<file path="config.mk">
export PLATFORM = sky130hd
export DESIGN_NAME = graph_mem_loader
export DESIGN_NICKNAME = d
export VERILOG_FILES = /design/src/rtl/graph_mem_loader_pkg.sv /design/src/rtl/graph_mem_loader_adj_packer.sv /design/src/rtl/graph_mem_loader.sv
export SDC_FILE = /design/constraint.sdc
export NUM_CORES = 1
export LEC_CHECK = 0
export BUFFER_PORTS_ARGS = -buffer_cell sky130_fd_sc_hd__buf_2
export CORE_MARGIN = 4
export CORE_UTILIZATION = 59
export CTS_BUF_LIST = sky130_fd_sc_hd__clkbuf_8
export DETAILED_ROUTE_END_ITERATION = 7
export PLACE_DENSITY = 0.82
export SKIP_CTS_REPAIR_TIMING = 1
export SYNTH_ARGS = -nofsm -noshare
export SYNTH_HDL_FRONTEND = slang
export SYNTH_HIERARCHICAL = 1
export SYNTH_SLANG_ARGS = --single-unit
</file>
<file path="constraint.sdc">
create_clock -name clock -period 4.2 [get_ports clock]
set_clock_uncertainty 0.15 [all_clocks]
set_input_delay 0.21 -clock clock [delete_from_list [all_inputs] [get_ports clock]]
set_output_delay 0.21 -clock clock [all_outputs]
set_load 0.01 [all_outputs]
</file>
<file path="src/rtl/graph_mem_loader_pkg.sv">
// -----------------------------------------------------------------------------
// graph_mem_pkg
// Shared constants for the Graph Memory writer: address/width constants, the
// layout of header, index and adjacency words, the loader state encoding, and
// a helper that drops one (V,W) pair into a 128-bit adjacency record.
// -----------------------------------------------------------------------------
package graph_mem_pkg;

    localparam int ADDR_W    = 13;
    localparam int NODE_W    = 8;
    localparam int MAX_LINKS = 7;
    localparam int REC_W     = 128;

    localparam logic [ADDR_W-1:0] HDR_ADDR = 13'h0000;
    localparam logic [ADDR_W-1:0] ADJ_BASE = 13'h0400;

    // Adjacency record: link count field
    localparam int CNT_HI  = 119;
    localparam int CNT_LO  = 112;
    // Index word: next-node field and record pointer
    localparam int NEXT_HI = 71;
    localparam int NEXT_LO = 64;
    localparam int PTR_HI  = 12;

    typedef enum logic [2:0] {
        S_IDLE    = 3'd0,
        S_COLLECT = 3'd1,
        S_WR_ADJ  = 3'd2,
        S_WR_IDX  = 3'd3,
        S_FILL    = 3'd4,
        S_WR_HDR  = 3'd5,
        S_DONE    = 3'd6
    } state_e;

    // Pair k (1..MAX_LINKS): V at [127-16k -: 8], W at [119-16k -: 8]
    function automatic logic [REC_W-1:0] pack_pair(
        input logic [REC_W-1:0]  rec,
        input int                k,
        input logic [NODE_W-1:0] v,
        input logic [NODE_W-1:0] w
    );
        logic [REC_W-1:0] r;
        r = rec;
        r[(127 - 16*k) -: 8] = v;
        r[(119 - 16*k) -: 8] = w;
        return r;
    endfunction

endpackage

</file>
<file path="src/rtl/graph_mem_loader_adj_packer.sv">
// -----------------------------------------------------------------------------
// adj_packer
// Collects the (V,W) pairs of the current source node and presents them as a
// ready-to-write 128-bit adjacency record.
// Optional feature (macro MIN_MERGE_EN): a pushed dst already present keeps its
// slot and the stored weight becomes the signed minimum of old and new.
// Ports:
//   clock, reset   system clock, async active-low reset
//   i_clr          clear all pairs and the link count
//   i_push         store (or merge) i_dst/i_wt
//   o_record       packed adjacency record (count + pairs)
//   o_full         MAX_LINKS pairs already stored
//   o_dup          i_dst matches a stored pair (always 0 without MIN_MERGE_EN)
// -----------------------------------------------------------------------------
module adj_packer
    import graph_mem_pkg::*;
(
    input  logic              clock,
    input  logic              reset,
    input  logic              i_clr,
    input  logic              i_push,
    input  logic [NODE_W-1:0] i_dst,
    input  logic [NODE_W-1:0] i_wt,
    output logic [REC_W-1:0]  o_record,
    output logic              o_full,
    output logic              o_dup
);

    logic [NODE_W-1:0]  r_v [1:MAX_LINKS];
    logic [NODE_W-1:0]  r_w [1:MAX_LINKS];
    logic [NODE_W-1:0]  r_count;
    logic [MAX_LINKS:1] w_match;
    logic [REC_W-1:0]   w_rec;

    // Slot match of the incoming dst against the stored pairs
    always_comb begin
        w_match = '0;
`ifdef MIN_MERGE_EN
        for (int k = 1; k <= MAX_LINKS; k++) begin
            w_match[k] = (r_count >= NODE_W'(k)) && (r_v[k] == i_dst);
        end
`endif
    end

    assign o_dup  = |w_match;
    assign o_full = (r_count == NODE_W'(MAX_LINKS));

    // Pair storage: clear, merge into a matching slot, or append
    always_ff @(posedge clock or negedge reset) begin
        if (!reset) begin
            r_count <= '0;
            for (int k = 1; k <= MAX_LINKS; k++) begin
                r_v[k] <= '0;
                r_w[k] <= '0;
            end
        end else if (i_clr) begin
            r_count <= '0;
            for (int k = 1; k <= MAX_LINKS; k++) begin
                r_v[k] <= '0;
                r_w[k] <= '0;
            end
        end else if (i_push) begin
            if (o_dup) begin
                for (int k = 1; k <= MAX_LINKS; k++) begin
                    if (w_match[k] && ($signed(i_wt) < $signed(r_w[k]))) begin
                        r_w[k] <= i_wt;
                    end
                end
            end else if (!o_full) begin
                for (int k = 1; k <= MAX_LINKS; k++) begin
                    if (r_count == NODE_W'(k - 1)) begin
                        r_v[k] <= i_dst;
                        r_w[k] <= i_wt;
                    end
                end
                r_count <= r_count + 8'd1;
            end
        end
    end

    // Record image; cleared slots give zero pairs for the unused positions
    always_comb begin
        w_rec = '0;
        w_rec[CNT_HI:CNT_LO] = r_count;
        for (int k = 1; k <= MAX_LINKS; k++) begin
            w_rec = pack_pair(w_rec, k, r_v[k], r_w[k]);
        end
    end

    assign o_record = w_rec;

endmodule

</file>
<file path="src/rtl/graph_mem_loader.sv">
// -----------------------------------------------------------------------------
// graph_mem_loader
// Writer side of Graph Memory. Consumes an edge stream sorted by source node
// and writes, for every node 1..N, an adjacency record followed by an index
// word, then the header at address 0 (2N+1 writes in total).
// Optional feature: MIN_MERGE_EN (duplicate dst min-merge inside adj_packer).
// Ports:
//   clock, reset            system clock, async active-low reset
//   start, num_nodes        load request (sampled only in IDLE) and node count
//   edge_valid/ready        edge handshake; edge_src/dst/wt/last beat fields
//   GMWAR/GMWDR/GMWE        registered Graph Memory write port
//   busy, done              load in progress / one-cycle completion pulse
//   err_overflow/order/range sticky drop flags, cleared by reset or start
// -----------------------------------------------------------------------------
module graph_mem_loader
    import graph_mem_pkg::*;
(
    input  logic              clock,
    input  logic              reset,
    input  logic              start,
    input  logic [NODE_W-1:0] num_nodes,
    input  logic              edge_valid,
    output logic              edge_ready,
    input  logic [NODE_W-1:0] edge_src,
    input  logic [NODE_W-1:0] edge_dst,
    input  logic [NODE_W-1:0] edge_wt,
    input  logic              edge_last,
    output logic [ADDR_W-1:0] GMWAR,
    output logic [REC_W-1:0]  GMWDR,
    output logic              GMWE,
    output logic              busy,
    output logic              done,
    output logic              err_overflow,
    output logic              err_order,
    output logic              err_range
);

    state_e             r_state, w_state_next;
    logic [NODE_W-1:0]  r_cur, r_n;
    logic               r_tail;
    logic               r_err_ovf, r_err_ord, r_err_rng;
    logic               r_gmwe, r_busy, r_done;
    logic [ADDR_W-1:0]  r_gmwar;
    logic [REC_W-1:0]   r_gmwdr;

    logic               w_start_ok, w_last_node, w_range_bad, w_order_bad;
    logic               w_ready, w_accept, w_good, w_ovf, w_clr;
    logic               w_full, w_dup, w_we;
    logic [ADDR_W-1:0]  w_adj_ptr, w_addr;
    logic [REC_W-1:0]   w_rec, w_data;

    assign w_start_ok  = (r_state == S_IDLE) && start;
    assign w_last_node = (r_cur == r_n);
    assign w_adj_ptr   = ADJ_BASE + ADDR_W'(r_cur) - 13'd1;
    assign w_range_bad = (edge_src == 8'd0) || (edge_src > r_n) || (edge_dst > r_n);
    assign w_order_bad = (edge_src < r_cur);
    // Range violators are taken and dropped even when src is ahead of cur,
    // otherwise an out-of-range src would stall the stream forever.
    assign w_ready     = (r_state == S_COLLECT) && ((edge_src <= r_cur) || w_range_bad);
    assign w_accept    = edge_valid && w_ready;
    assign w_good      = w_accept && !w_range_bad && !w_order_bad;
    assign w_ovf       = w_good && w_full && !w_dup;
    assign w_clr       = w_start_ok || ((r_state == S_WR_IDX) && !w_last_node);

    adj_packer u_packer (
        .clock    (clock),
        .reset    (reset),
        .i_clr    (w_clr),
        .i_push   (w_good),
        .i_dst    (edge_dst),
        .i_wt     (edge_wt),
        .o_record (w_rec),
        .o_full   (w_full),
        .o_dup    (w_dup)
    );

    // FSM state register
    always_ff @(posedge clock or negedge reset) begin
        if (!reset) begin
            r_state <= S_IDLE;
        end else begin
            r_state <= w_state_next;
        end
    end

    // FSM next-state logic
    always_comb begin
        w_state_next = r_state;
        case (r_state)
            S_IDLE: begin
                if (w_start_ok) begin
                    w_state_next = (num_nodes == 8'd0) ? S_WR_HDR : S_COLLECT;
                end else begin
                    w_state_next = S_IDLE;
                end
            end
            S_COLLECT: begin
                if (w_accept && edge_last) begin
                    w_state_next = S_WR_ADJ;
                end else if (edge_valid && !w_ready) begin
                    w_state_next = S_WR_ADJ;
                end else begin
                    w_state_next = S_COLLECT;
                end
            end
            S_WR_ADJ: w_state_next = S_WR_IDX;
            S_FILL:   w_state_next = S_WR_IDX;
            S_WR_IDX: begin
                if (w_last_node) begin
                    w_state_next = S_WR_HDR;
                end else if (r_tail) begin
                    w_state_next = S_FILL;
                end else begin
                    w_state_next = S_COLLECT;
                end
            end
            S_WR_HDR: w_state_next = S_DONE;
            S_DONE:   w_state_next = S_IDLE;
            default:  w_state_next = S_IDLE;
        endcase
    end

    // FSM output logic: memory write selected by state
    always_comb begin
        w_we   = 1'b0;
        w_addr = '0;
        w_data = '0;
        case (r_state)
            S_WR_ADJ, S_FILL: begin
                w_we   = 1'b1;
                w_addr = w_adj_ptr;
                w_data = w_rec;
            end
            S_WR_IDX: begin
                w_we   = 1'b1;
                w_addr = ADDR_W'(r_cur);
                w_data[NEXT_HI:NEXT_LO] = w_last_node ? 8'd0 : (r_cur + 8'd1);
                w_data[PTR_HI:0]        = w_adj_ptr;
            end
            S_WR_HDR: begin
                w_we   = 1'b1;
                w_addr = HDR_ADDR;
                w_data[NODE_W-1:0] = r_n;
            end
            default: begin
                w_we   = 1'b0;
                w_addr = '0;
                w_data = '0;
            end
        endcase
    end

    // Load context: node cursor, node count, tail flag and sticky errors
    always_ff @(posedge clock or negedge reset) begin
        if (!reset) begin
            r_n       <= '0;
            r_cur     <= '0;
            r_tail    <= 1'b0;
            r_err_ovf <= 1'b0;
            r_err_ord <= 1'b0;
            r_err_rng <= 1'b0;
        end else if (w_start_ok) begin
            r_n       <= num_nodes;
            r_cur     <= 8'd1;
            r_tail    <= 1'b0;
            r_err_ovf <= 1'b0;
            r_err_ord <= 1'b0;
            r_err_rng <= 1'b0;
        end else begin
            if ((r_state == S_WR_IDX) && !w_last_node) begin
                r_cur <= r_cur + 8'd1;
            end
            // A dropped last beat still ends the stream
            if (w_accept && edge_last) begin
                r_tail <= 1'b1;
            end
            if (w_accept && w_range_bad) begin
                r_err_rng <= 1'b1;
            end
            if (w_accept && !w_range_bad && w_order_bad) begin
                r_err_ord <= 1'b1;
            end
            if (w_ovf) begin
                r_err_ovf <= 1'b1;
            end
        end
    end

    // Registered write port and status; busy drops as done rises
    always_ff @(posedge clock or negedge reset) begin
        if (!reset) begin
            r_gmwe  <= 1'b0;
            r_gmwar <= '0;
            r_gmwdr <= '0;
            r_busy  <= 1'b0;
            r_done  <= 1'b0;
        end else begin
            r_gmwe  <= w_we;
            r_gmwar <= w_addr;
            r_gmwdr <= w_data;
            r_busy  <= (w_state_next != S_IDLE);
            r_done  <= (r_state == S_DONE);
        end
    end

    assign edge_ready   = w_ready;
    assign GMWE         = r_gmwe;
    assign GMWAR        = r_gmwar;
    assign GMWDR        = r_gmwdr;
    assign busy         = r_busy;
    assign done         = r_done;
    assign err_overflow = r_err_ovf;
    assign err_order    = r_err_ord;
    assign err_range    = r_err_rng;

endmodule
</file>
==> After elaboration in Yosys (flattened, before gate mapping) <==
Cells that the tools add are included.
{ "classes": {"add_sub_neg": 4, "n_lt_le_gt_ge": 4, "n_eq_ne": 15, "mux": 48, "reduce_logical": 47} }
{ "ops": {"columns": ["cell", "n"], "rows": [
  ["$mux W56", 6],
  ["$mux W8", 20],
  ["$mux W51", 1],
  ["$mux W48", 1],
  ["$eq A8 B3 Y1 const B", 4],
  ["$pmux W13 S2", 1],
  ["$reduce_bool A2 Y1", 13],
  ["$logic_not A8 Y1", 3],
  ["$pmux W8 S3", 1],
  ["$reduce_and A3 Y1", 7],
  ["$add A8 B1 Y8 const B", 2],
  ["$eq A8 B2 Y1 const B", 2],
  ["$gt A8 B8 Y1", 2],
  ["$pmux W8 S2", 1],
  ["$pmux W3 S5", 1],
  ["$sub A12 B1 Y13 const B", 1],
  ["$add A11 B8 Y12 const A", 1],
  ["$mux W3", 4],
  ["$logic_and A1 B1 Y1", 11],
  ["$pmux W5 S2", 1],
  ["$eq A3 B3 Y1 const B", 3],
  ["$mux W1", 9],
  ["$eq A8 B1 Y1 const B", 1],
  ["$eq A8 B8 Y1", 1],
  ["other kinds (13)", 21]
]} }
{ "totals": {"reg_bits": 287, "inputBits": 37, "output_inout_bits": 148, "wordCells": 145} }

==> Longest topological paths before layout <==
Gate-level depths: netlist of the first run.
{ "depth": {"word_depth": 11, "ltp_mapped": 12, "depth_no_buf": 10} }

==> By module <==
Netlist of the first run, hierarchy kept.
{ "modules_own_cells": {"columns": ["mod", "n_inst", "cells_each", "area_each_um2", "seq_area_each_um2"], "rows": [
  ["graph_mem_loader", 1, 580, 6661.4, 4129.0],
  ["adj_packer", 1, 450, 5556.6, 3002.9]
]} }

==> Least setup slack after synthesis of the first run <==
Ideal clock, no wire load.
{ "synth_timing": {"kind": "register to register", "startpoint": "reg r_n[3]", "endpoint": "reg u_packer.r_w (netlist bit u_packer/o_record[100])", "setup_ns": 0.079, "t_arrival_ns": 3.062, "t_required_ns": 3.971, "path_slack_ns": 0.909, "path_stages_with_launch": 12, "n_path_buf": 1, "period_less_slack_ns": 3.291, "cell_sequence": "dfrtp_1 inv_1 ha_1 and4_1 or3b_1 a22o_1 a211oi_2 and3_1 nor4b_4 and3_1 buf_4 mux2i_1"} }
{ "synth_between": {"elab_chain_len": 10, "word_cells_on_any_way": 19, "cone_classes": "order compare (2); eq/ne (2); mux (1); reduce/logical (14)"} }
{ "synth_rtl": {"columns": ["item", "line_no", "rtl"], "rows": [
  ["from (decl)", "graph_mem_loader.sv:39", "logic [NODE_W-1:0] r_cur, r_n;"],
  ["from (signal assigned)", "graph_mem_loader.sv:163", "r_n <= num_nodes;"],
  ["$gt A8 B8 Y1", "graph_mem_loader.sv:55", "assign w_range_bad = (edge_src == 8'd0) || (edge_src > r_n) || (edge_dst > r_n);"],
  ["$logic_or A1 B1 Y1", "graph_mem_loader.sv:55", null],
  ["$logic_or A1 B1 Y1 (*)", "graph_mem_loader.sv:55", null],
  ["$logic_or A1 B1 Y1", "graph_mem_loader.sv:59", "assign w_ready = (r_state == S_COLLECT) && ((edge_src <= r_cur) || w_range_bad);"],
  ["$logic_and A1 B1 Y1", "graph_mem_loader.sv:59", null],
  ["$logic_and A1 B1 Y1", "graph_mem_loader.sv:60", "assign w_accept = edge_valid && w_ready;"],
  ["$logic_and A1 B1 Y1 (*) (2 in a row)", "graph_mem_loader.sv:61", "assign w_good = w_accept && !w_range_bad && !w_order_bad;"],
  ["net w_good", "graph_mem_loader.sv:47", "logic w_ready, w_accept, w_good, w_ovf, w_clr;"],
  ["$reduce_bool A2 Y1 (no line) (*)", null, null],
  ["$reduce_and A3 Y1 (no line) (*)", null, null],
  ["to (signal, indexed assignment)", "graph_mem_loader_adj_packer.sv:66", "r_w[k] <= i_wt;"],
  ["to (signal, indexed assignment)", "graph_mem_loader_adj_packer.sv:73", "r_w[k] <= i_wt;"],
  ["to (decl)", "graph_mem_loader_adj_packer.sv:30", "logic [NODE_W-1:0] r_w [1:MAX_LINKS];"]
]} }
The timed path passes the listed nets; every way through them passes the cells marked *.
A chain may end at the register's enable or synchronous reset.

==> Worst setup path in the final report of the first run <==
{ "layout_timing": {"startpoint": "reg r_n[1]", "endpoint": "reg u_packer.r_w (netlist bit u_packer/o_record[97])"} }
Same word-level chain as after synthesis.

==> key figures, run 1 <==
Run status
  • Status: finished clean

Final layout
  • Finished Core Util: 0.710
  • Inserted Diodes: 0
  • Most frequent cells in the layout: dfrtp_1, buf_2, nand2b_1, mux2i_1, and2_1
  • Design area: between 0.01 and 0.015 mm2
  • Layout cells sized above 1: 0.230
  • Post-layout nets: 1,294
  • Area delta synth->final: 18.0%
  • Commonest non-fill, non-tap cell in the layout: dfrtp_1

Floorplanning
  • Chip width: 152 um
  • # rows: 52
  • # IOs: 185
  • Area of the core: just over 0.02 mm2
  • Vert. Die Dim: 152 um
  • Die Area: 0.0231 mm2
  • Initial core utilization: 0.602

Synthesis
  • Dominant synthesized flop cell: dfrtp_1
  • Post-synth EDFFs: 0
  • Sequential fraction of the synthesis area: 0.584
  • Syn_area_per_cell: 11.9 um2
  • Post-Synthesis Cells: roughly 1,000
  • Cell variety after synth: 60
  • Asr flop ratio synth: 1.00
  • Synth Register Bits: 285
  • Cell area after synthesis: 0.0122 mm2
  • Synth warn: 6

Hold path
  • WHS Path Cells: 3
  • HP Start: edge_wt[5]
  • Worst hold-check path type: in2reg
  • WHS Endpoint: u_packer/o_record[69]

STA
  • WHS: 0.0857 ns
  • RSZ-0062 raised after global routing: no
  • Final setup fails: 0
  • Final Max Tran Viols: 0
  • Tmin final: around 3.9 ns
  • Rel. slew slack: 0.315
  • Final Hold Fails: 0
  • Setup TNS: 0 ns
  • Slew of the pin with the lowest slew margin: 1.02 ns
  • Max Freq: 0.255 GHz
  • Final period util: 0.935

CTS
  • CTS tree: yes
  • Clock Sinks: 285
  • Htree depth: 2
  • Worst skew pair latency: 0.55 ns
  • Clk buf depth: 3
  • Root Driver: clkbuf_8
  • Num CTS Buffers: 45
  • Clock slew at reported path FFs: approximately 0.060 ns

Detailed routing
  • Starting DRT DRC Count: 596
  • Drt first pass iters: 5
  • Post-route ant nets: 0
  • Routed WL per cell: around 19 um
  • Routed vias/inst: 5.43
  • Post-Route WL: 28,800 um
  • # DRC: 0
  • DR vias: 8,301

Global routing
  • Vias in the first global route: 8,276
  • Total gr overflow: 0
  • Global router's overall resource usage: 0.246
  • Initial antenna violation count: 0
  • Global-route wire length before repair: 45,600 um
  • Largest net degree at the start of global routing: 140

Worst setup path
  • Kind of critical path: reg2reg
  • RR Startpoint: r_n[1]
  • Crit Path Max Fanout: 8
  • Crit start category: flip-flop
  • Critical Path Start: r_n[1]
  • Arrival time worst endpoint: 4.24 ns
  • Reg-to-reg endpoint: u_packer/o_record[97]
  • Critical Path Sink Type: flip-flop
  • Reg2Reg Depth: 10
  • Worst reg-to-reg setup slack: 0.27 ns
  • Worst Path Required: ~4.5 ns

Placed design
  • GP Congestion: about 0.94
  • Buffers added on ports: around 180
  • DPL Wire Length: 19,300 um
  • Placement Cell Area: 0.0133 mm2

Power
  • Peak VDD IR: around 0.32 mV
  • Power Density: roughly 520 mW/mm2
  • Pleak: just under 0.008 uW

Flow run
  • Max-Cap Viols: 0
==> worst max-delay path, cell delays in order, from the launching register on <==
cell	delay, ns
dfrtp_1	0.39
inv_1	0.10
ha_1	0.30
and4_1	0.21
or3b_1	0.35
a22o_1	0.22
a211oi_2	0.36
and3_1	0.40
nor4b_4	0.57
and3_1	0.54
mux2i_1	0.25
==> kinds of logic (layout without fill, tap and decap cells) <==
family                     count (synthesis)  count (layout)  synth area share
adders and majority gates                 31              31            0.0317
xor gates and xnor gates                  24              24            0.0172
buffers and inverters                     89             310            0.0349
other                                      2              11          0.000615
DFF                                      285             285             0.584
and+or+nand+nor                          382             382             0.188
muxes                                    115             115            0.0943
AOI/OAI and AO/OA                        102             102            0.0498
==> worst max-delay path by stage <==
stage / endpoint / slack [ns] / depth (start not counted)
finish: u_packer/o_record[97] / 0.27 / 10
global route: u_packer/o_record[99] / 0.09 / 10
CTS: u_packer/o_record[97] / 0.29 / 10
detailed placement: u_packer/o_record[97] / 0.32 / 10
global placement: u_packer/o_record[98] / 0.43 / 10
floorplan: u_packer/o_record[100] / 0.91 / 11
==> routing by layer <==
layer | GRT usage | wire, um
met3 | 0.0421 | 1750
met5 | 0 | 0
met4 | 0.0715 | 660
met2 | 0.397 | 13900
met1 | 0.348 | 12400
==> state kept, by name, summed over array words and instances, names as in the netlist <==
register and count:
done 1, err_overflow 1, GMWE 1, GMWDR 128
r_n 8, r_state 3, err_order 1, GMWAR 11
u_packer/o_record 112, r_cur 8, busy 1, u_packer/r_count 8
r_tail 1, err_range 1
==> metrics by stage <==
stage	setup slack [ns]	power (uW)	std cells
2_1_floorplan	0.909	4370	1039
3_3_place_gp	0.427	5020	1437
3_5_place_dp	0.320	5040	1437
4_1_cts	0.292	7500	1518
5_1_grt	0.0936	7860	1530
6_report	0.271	7480	1530
==> Yosys cell counts (2+ instances only) <==
| cell type | n | share of area |
|---|---|---|
| inv_1 | 21 | 0.0065 |
| buf_2 | 11 | 0.0045 |
| and2_1 | 111 | 0.057 |
| and4b_1 | 2 | 0.0016 |
| nor2_1 | 21 | 0.0065 |
| xnor2_1 | 14 | 0.010 |
| ha_1 | 31 | 0.032 |
| or3_1 | 3 | 0.0015 |
| o22ai_1 | 10 | 0.0051 |
| buf_4 | 13 | 0.0080 |
| clkbuf_1 | 38 | 0.012 |
| nand2_1 | 48 | 0.015 |
| mux2i_1 | 114 | 0.093 |
| o31ai_1 | 3 | 0.0018 |
| nand3_1 | 7 | 0.0029 |
| dfrtp_1 | 285 | 0.58 |
| or2_2 | 4 | 0.0020 |
| o21ai_0 | 29 | 0.012 |
| nand2b_1 | 133 | 0.068 |
| o211ai_1 | 2 | 0.0012 |
| a21oi_2 | 2 | 0.0014 |
| and3_1 | 6 | 0.0031 |
| nand3_4 | 3 | 0.0043 |
| a22o_1 | 4 | 0.0029 |
| conb_1 | 2 | 0.00061 |
| nor3_1 | 5 | 0.0020 |
| nand4b_1 | 3 | 0.0022 |
| a21oi_1 | 37 | 0.015 |
| nand4_1 | 8 | 0.0041 |
| buf_6 | 4 | 0.0037 |
| xor2_1 | 10 | 0.0072 |
| a211o_1 | 2 | 0.0014 |
| nor2b_1 | 10 | 0.0051 |
| nor4_1 | 8 | 0.0041 |
==> final cells by class <==
cell class / count / area (um2)
clock inverter: 19 / 128
timing repair buffer: 206 / 1160
clock buffer: 62 / 853
multi-input combinational: 665 / 4720
fill: 1445 / 5890
sequential: 285 / 7130
inverter: 23 / 86.3
tap: 270 / 338
==> power by group <==
part / switching, uW / total (uW) / internal (uW)
logic: 1270 / 1970 / 707
registers: 144 / 3050 / 2910
clock network: 1070 / 2450 / 1380
total: 2480 / 7480 / 5000
No activity file was read; power rests on OpenSTA's default activity.
==> run 2, diff against run 1 <==
--- a/config.mk
+++ b/config.mk
@@ -11,7 +11,9 @@
 export CTS_BUF_LIST = sky130_fd_sc_hd__clkbuf_8
 export DETAILED_ROUTE_END_ITERATION = 7
 export PLACE_DENSITY = 0.82
+export RECOVER_POWER = 50
 export SKIP_CTS_REPAIR_TIMING = 1
+export SLEW_MARGIN = 20
 export SYNTH_ARGS = -nofsm -noshare
 export SYNTH_HDL_FRONTEND = slang
 export SYNTH_HIERARCHICAL = 1
==> run 2 against run 1 <==
Compared with the run above:
- the flow now finishes with violations (capacitance limit, slew limit)
- cell count up 0.13%
- critical path depth unchanged
- maximum frequency up 0.27%
- sequential share of layout area up 0.40 points
- hold slack about the same
- count of clock-buffer cells in the layout unchanged
- critical endpoint unchanged
- largest cell class unchanged
- largest power group unchanged
- highest routed layer unchanged
==> key figures, run 2 (same netlist as run 1, synthesis figures left out) <==
Run status
  • Status: complete, but fails checks
  • Failing checks: capacitance limit, slew limit

Worst setup path
  • Reg2Reg Depth: 10
  • Critical Path Start: r_n[1]
  • RR Startpoint: r_n[1]
  • Worst Path Required: between 4 and 5 ns
  • Crit Path Max Fanout: 8
  • Crit start category: flip-flop
  • Crit path to: u_packer/o_record[97]
  • Critical Path Sink Type: flip-flop
  • Worst reg-to-reg setup slack: 0.28 ns
  • Arrival time worst endpoint: between 4 and 5 ns
  • Reg-to-reg endpoint: u_packer/o_record[97]
  • Kind of critical path: reg2reg

Detailed routing
  • Post-Route WL: 28,900 um
  • Starting DRT DRC Count: 599
  • Routed WL per cell: 18.9 um
  • DR vias: 8,248
  • Drt first pass iters: 6
  • # DRC: 0
  • Post-route ant nets: 0
  • Routed vias/inst: 5.38

Placed design
  • Buffers added on ports: 182
  • GP Congestion: 0.944
  • DPL Wire Length: ~19,000 um
  • Placed cells: between 1,000 and 1,500

Floorplanning
  • Vert. Die Dim: 152 um
  • Area of the core: 0.0203 mm2
  • Chip width: 152 um
  • Initial core utilization: 0.602
  • # IOs: 185
  • Die Area: between 0.02 and 0.025 mm2
  • # rows: 52

STA
  • Final Hold Fails: 0
  • Max Freq: ~0.26 GHz
  • Final Max Tran Viols: 108
  • Slew of the pin with the lowest slew margin: 2.64 ns
  • Final period util: 0.933
  • Final setup fails: 0
  • Setup TNS: 0 ns
  • RSZ-0062 raised after global routing: no
  • Rel. slew slack: -0.759
  • Tmin final: 3.92 ns

Flow run
  • Max-Cap Viols: 1

CTS
  • Worst skew pair latency: 0.55 ns
  • Clock Sinks: about 290
  • CTS tree: yes
  • Clock slew at reported path FFs: 0.06 ns
  • Clk buf depth: 3
  • Root Driver: clkbuf_8
  • Htree depth: 2
  • Num CTS Buffers: between 40 and 50

Hold path
  • Worst hold-check path type: in2reg

Final layout
  • Layout Cells excl Fill: about 1,500
  • Filler Cells Inserted: between 1,000 and 1,500
  • Commonest non-fill, non-tap cell in the layout: dfrtp_1
  • Max reg flops: roughly 130
  • Inserted Diodes: 0
  • Layout cells sized above 1: 0.158
  • Most frequent cells in the layout: dfrtp_1, nand2b_1, mux2i_1, and2_1, clkbuf_1
  • Post-layout nets: 1,296
  • Area delta synth->final: 17.0%

Global routing
  • Total gr overflow: 0
  • Global router's overall resource usage: 0.246
  • Global-route wire length before repair: 45,600 um
  • Initial antenna violation count: 0
  • Vias in the first global route: 8,276
  • Largest net degree at the start of global routing: 140

Power
  • Pleak: between 0.007 and 0.008 uW
  • Power Density: between 500 and 600 mW/mm2
  • Peak VDD IR: 0.320 mV
[run 2: area by class of cell]
| cell class | count | area [um2] | share of cell area |
|---|---|---|---|
| inverter | 23 | 86.3 | 0.00604 |
| tap | 270 | 338 | 0.0236 |
| multi-input combinational | 665 | 4720 | 0.330 |
| sequential | 285 | 7130 | 0.499 |
| timing repair buffer | 208 | 1040 | 0.0728 |
| clock inverter | 19 | 128 | 0.00893 |
| clock buffer | 62 | 853 | 0.0597 |
[run 2: how the worst min path moves through the flow]
stage,from,to,slack [ns],depth (start not counted)
2_1_floorplan,reset,GMWAR[0],-0.24,0
3_3_place_gp,reset,GMWDR[42],0.26,1
3_5_place_dp,reset,GMWDR[42],0.26,1
4_1_cts,reset,u_packer/o_record[28],-0.32,1
5_1_grt,edge_wt[5],u_packer/o_record[69],0.08,3
6_report,edge_wt[5],u_packer/o_record[5],0.09,3
[run 2: metrics by stage]
stage	util	instance area (um2)	setup slack (ns)	hold WS, ns	total power, uW
finish	0.704	14300	0.282	0.0861	7470
global route	0.704	14300	0.0936	0.0765	7850
CTS	0.704	14300	0.292	-0.324	7500
detailed placement	0.656	13300	0.320	0.255	5040
global placement	0.656	13300	0.427	0.260	5020
floorplan	-	12300	0.909	-0.236	4370
[run 2: power breakdown]
part	total, uW	leakage [uW]	internal, uW	switching, uW
registers	3060	0.00394	2910	146
clock network	2450	0.000528	1380	1070
logic	1960	0.00304	693	1270
[run 2: critical path, cell delays in order, from the launching register on]
cell and delay [ns]:
dfrtp_1 0.39, inv_1 0.10, ha_1 0.30, and4_1 0.21, or3b_1 0.35, a22o_1 0.22
a211oi_2 0.36, and3_1 0.39, nor4b_4 0.56, and3_1 0.54, mux2i_1 0.26
[run 2: layer usage]
| layer | global-route usage | up-vias | part of all wire |
|---|---|---|---|
| met3 | 0.0421 | 54 | 0.060 |
| met4 | 0.0715 | 0 | 0.024 |
| met5 | 0 | - | 0 |
| met1 | 0.348 | 4038 | 0.43 |
| li1 | - | 3814 | - |
| met2 | 0.397 | 342 | 0.48 |
